File: config.mk
export PLATFORM = sky130hd
export DESIGN_NAME = pulse_width_decoder
export DESIGN_NICKNAME = d
export VERILOG_FILES = /design/src/rtl/pulse_width_decoder.sv
export SDC_FILE = /design/constraint.sdc
export NUM_CORES = 1
export LEC_CHECK = 0
export ABC_AREA = 1
export CAP_MARGIN = 40
export CORE_ASPECT_RATIO = 2
export CORE_UTILIZATION = 30
export CTS_CLUSTER_SIZE = 28
export DETAILED_ROUTE_END_ITERATION = 10
export PLACE_DENSITY = 0.49
export SLEW_MARGIN = 30
export SYNTH_ARGS = -nofsm -noshare
export SYNTH_HDL_FRONTEND = slang
export SYNTH_SLANG_ARGS = --single-unit
File: constraint.sdc
create_clock -name clk -period 4.6 [get_ports clk]
set_clock_uncertainty 0.05 [all_clocks]
set_input_delay 0.69 -clock clk [delete_from_list [all_inputs] [get_ports clk]]
set_output_delay 0.69 -clock clk [all_outputs]
set_load 0.02 [all_outputs]
File: src/rtl/pulse_width_decoder.sv
// Measures the width of each high pulse on an asynchronous stretched line,
// rejects glitches and stuck-high pulses, and buffers one result on a valid/ready port.
module pulse_width_decoder #(
    parameter int CNT_W       = 8,
    parameter int MIN_WIDTH   = 2,
    parameter int MAX_WIDTH   = 200,
    parameter int SYNC_STAGES = 2
) (
    input  logic             clk,
    input  logic             rst,
    input  logic             pulse_in,
    output logic             width_valid,
    input  logic             width_ready,
    output logic [CNT_W-1:0] width_data,
    output logic             overflow,
    output logic             stuck_err,
    input  logic             clear_err
);

    typedef enum logic [1:0] {
        ST_IDLE,
        ST_MEASURE,
        ST_STUCK
    } state_t;

    localparam logic [CNT_W-1:0] MIN_C = CNT_W'(MIN_WIDTH);
    localparam logic [CNT_W-1:0] MAX_C = CNT_W'(MAX_WIDTH);

    logic [SYNC_STAGES-1:0] r_sync;
    logic                   w_s;
    state_t                 r_state;
    state_t                 w_state_nxt;
    logic [CNT_W-1:0]       r_cnt;
    logic [CNT_W-1:0]       w_cnt_nxt;
    logic                   w_result;
    logic                   w_stuck_set;
    logic                   r_valid;
    logic [CNT_W-1:0]       r_data;
    logic                   r_ovf;
    logic                   r_stuck;

    // Input synchroniser; only its last stage feeds the measurement logic
    always_ff @(posedge clk or posedge rst) begin
        if (rst) begin
            r_sync <= '0;
        end else begin
            r_sync <= {r_sync[SYNC_STAGES-2:0], pulse_in};
        end
    end

    assign w_s = r_sync[SYNC_STAGES-1];

    always_ff @(posedge clk or posedge rst) begin
        if (rst) begin
            r_state <= ST_IDLE;
            r_cnt   <= '0;
        end else begin
            r_state <= w_state_nxt;
            r_cnt   <= w_cnt_nxt;
        end
    end

    always_comb begin
        w_state_nxt = r_state;
        w_cnt_nxt   = r_cnt;
        w_result    = 1'b0;
        w_stuck_set = 1'b0;
        case (r_state)
            ST_IDLE: begin
                if (w_s) begin
                    w_state_nxt = ST_MEASURE;
                    w_cnt_nxt   = CNT_W'(1);
                end
            end
            ST_MEASURE: begin
                if (w_s) begin
                    // Counter saturates at MAX_WIDTH, so it can never wrap
                    if (r_cnt == MAX_C) begin
                        w_state_nxt = ST_STUCK;
                        w_stuck_set = 1'b1;
                    end else begin
                        w_cnt_nxt = r_cnt + CNT_W'(1);
                    end
                end else begin
                    w_result    = (r_cnt >= MIN_C);
                    w_state_nxt = ST_IDLE;
                end
            end
            ST_STUCK: begin
                if (!w_s) begin
                    w_state_nxt = ST_IDLE;
                end
            end
            default: w_state_nxt = ST_IDLE;
        endcase
    end

    // One-entry output buffer: a result arriving while the held value is
    // being accepted replaces it; otherwise a full buffer drops it
    always_ff @(posedge clk or posedge rst) begin
        if (rst) begin
            r_valid <= 1'b0;
            r_data  <= '0;
        end else if (w_result) begin
            if (!r_valid || width_ready) begin
                r_valid <= 1'b1;
                r_data  <= r_cnt;
            end
        end else if (r_valid && width_ready) begin
            r_valid <= 1'b0;
        end
    end

    always_ff @(posedge clk or posedge rst) begin
        if (rst) begin
            r_ovf   <= 1'b0;
            r_stuck <= 1'b0;
        end else begin
            if (w_result && r_valid && !width_ready) begin
                r_ovf <= 1'b1;
            end else if (clear_err) begin
                r_ovf <= 1'b0;
            end
            if (w_stuck_set) begin
                r_stuck <= 1'b1;
            end else if (clear_err) begin
                r_stuck <= 1'b0;
            end
        end
    end

    assign width_valid = r_valid;
    assign width_data  = r_data;
    assign overflow    = r_ovf;
    assign stuck_err   = r_stuck;

endmodule

==> out/results.tsv <==
stage	metric	value	unit
status	status	complete, no violations	
cts	clk_path_buf_depth	2	
pwr	p_switching	140.5	uW
critical_path	crit_type	flip-flop to output pin	
critical_path	worstPathArrival	1230	ps
detailed_routing	first_pass_iters	4	
pwr	p_leak	0.0006535	uW
timing	period_minus_slack	1974	ps
timing	tightest_slew	449.6	ps
cts	cts_made_buffers	3	
yosys	synth_edf_count	0	
grt	grt-ovfl-total	0	
finish	drive_gt1_share	7.792	%
timing	timing.final.hold_violations	0	
yosys	async_reset_ff_share	100.0	%
critical_path	critPathLaunchType	flip-flop	
cts	root_buffer	clkbuf_8	
floorplan	die_x	45.83	um
detailed_routing	routed_via_density	4.714	
yosys	yosysSeqAreaShare	49.95	%
yosys	avgSynthCellArea	8.411	um^2
floorplan	start_util	31.61	%
pwr	power_density	329.9	mW/mm^2
critical_path	cp.required	3860	ps
pwr	clkPwrFrac	27.4	%
timing	finalCritPeriodShare	42.92	%
place	hpwl	1951	um
cts	ctsHoldBuffers	0	
detailed_routing	wl_per_cell	12.42	um
finish	nets	163	
pwr	p_comb_share	21.5	%
place	gpl.final_weighted_congestion	0.7990	
yosys	ys.flop_type	dfrtp_1	
cts	htreeDepth	1	
cts	post_cts_buffers	0	
timing	fmax	506.5	MHz
cts	path_clk_slew	80	ps
yosys	synthesis.instances	137	
timing	slew_violations	0	
critical_path	max_stage_delay	600	ps
grt	antenna_found_initial	0	
timing	relSlewSlack	69.99	%
hold_path	hold_path_class	flip-flop to flip-flop	
pwr	totalPowerFinal	463.1	uW
detailed_routing	drtIter0Drc	31	
critical_path	cp_cell_sequence	clkdlybuf4s50_1	
detailed_routing	ant_nets	0	
timing	tns	0	ps
cts	numClockSinks	23	
pwr	peakVddDrop	0.0001421	V
detailed_routing	wirelength	2521	um
grt	grt_start_max_net_pins	17	
pwr	p_int	322.7	uW
cts	clk_latency	270	ps
timing	holdWs	306.5	ps
finish	area_growth	21.82	%
floorplan	design.core.area	0.003646	mm^2
detailed_routing	vias	957	
critical_path	crit_family	buffers and inverters	
pwr	seqPwrFrac	51.1	%
grt	grt_pass1_vias	912	
critical_path	crit_path_end_kind	output pin	
job	max_cap_viol_count	0	
critical_path	crit_buf_inv	1	
timing	rsz0062_at_grt	false	
timing	finalSetupViolations	0	
finish	antenna_cells	0	
pwr	sw_frac_of_total	30.33	%
grt	grt_first_pass_wirelength	4257	um
yosys	ys_warn_count	0	
detailed_routing	drc	0	
place	portBuffers	15	
floorplan	die_h	89.65	um
critical_path	worstPathMaxFanout	2	
yosys	ys_seq_elements	23	
yosys	ys_types	24	
grt	grt_use_total	14.48	%
critical_path	cp_slowest_cell	clkdlybuf4s50_1	
cts	cts_resized	0	
floorplan	floorplan.die_area	0.004108	mm^2
cts	cts_tree	built	
yosys	syn-num-nets	145	
floorplan	io_pins	16	
finish	fillers	402	
yosys	synth_area	0.001152	mm^2
floorplan	placementRows	31	
==> power groups by stage <==
| stage | clock (uW) | combinational, uW | sequential (uW) |
|---|---|---|---|
| global route | 140 | 111 | 239 |
| CTS | 132 | 101 | 237 |
| finish | 127 | 99.7 | 237 |
| detailed placement | 0 | 101 | 241 |
| floorplan | 0 | 48.7 | 250 |
| global placement | 0 | 99.2 | 241 |
==> metal layers <==
| metal | vias up | global-route usage (%) | part of all wire [%] |
|---|---|---|---|
| met4 | 0 | 8.289 | 3.2 |
| met1 | 459 | 15.26 | 40 |
| met2 | 14 | 26.23 | 56 |
| met3 | 7 | 1.800 | 1.7 |
| li1 | 477 | - | - |
| met5 | - | 0 | 0 |
==> path summary, 6_finish.rpt <==
kind	slack [ps]	depth (start not counted)	startpoint	to
max in group asynchronous	3390	3	rst	width_data[5]
max	2630	1	width_data[0]	width_data[0]
min	310	0	r_sync[0]	r_sync[1]
min reg2reg	310	0	r_sync[0]	r_sync[1]
min in group asynchronous	670	2	rst	r_cnt[0]
max reg2reg	2890	9	r_cnt[0]	r_cnt[4]
==> cell families (layout without fill, tap and decap cells) <==
logic type / count (synthesis) / in the layout / share of synthesized area, %
AND/OR/NAND/NOR: 84 / 84 / 35.40
flip-flops: 23 / 23 / 49.95
buffers and inverters: 16 / 33 / 5.970
AO/OA/AOI/OAI: 10 / 10 / 4.669
adder cells (fa/ha/maj): 3 / 3 / 3.258
XOR/XNOR: 1 / 1 / 0.7602
==> layout by cell type (no fill, tap or decap), drive strengths merged <==
master	n
nor2	16
nand3b	1
clkbuf	4
clkdlybuf4s50	15
or2	1
inv	13
buf	1
nand2	45
xor2	1
o22ai	1
nand4	10
o21bai	1
dfrtp	23
nand3	11
o21ai	8
ha	3
==> cells in the mapped netlist, types with 3 or more instances <==
library cell	count	area share, %
o21ai_0	7	3.0
nor2_1	13	4.2
nand4_1	9	4.9
inv_1	12	3.9
nand3_1	10	4.3
dfrtp_1	23	50
nand2_1	44	14
ha_1	3	3.3
==> state kept, by name, summed over array words and instances, names as in the netlist <==
signal / flops
stuck_err: 1
r_cnt: 8
r_state: 2
width_data: 8
r_sync: 2
overflow: 1
width_valid: 1
==> through the flow <==
step	instances	setup WS [ps]	area [um^2]	util [%]
final	203	2626	1404	38.50
after global routing	203	2573	1404	38.50
after CTS	203	2609	1404	38.50
after detailed placement	199	2632	1359	37.27
after global placement	198	2665	1344	36.86
after floorplan	137	3175	1152	-
==> cell type report <==
type                            count  area (um^2)  share of cell area [%]
Tap cell                           49        61.31                   4.367
Clock buffer                        4        45.04                   3.209
Inverter                           13        48.80                   3.476
Multi-Input combinational cell     98        508.0                   36.19
Sequential cell                    23        575.6                   41.00
Timing Repair Buffer               16        165.2                   11.76
No activity file was read; power rests on OpenSTA's default activity.
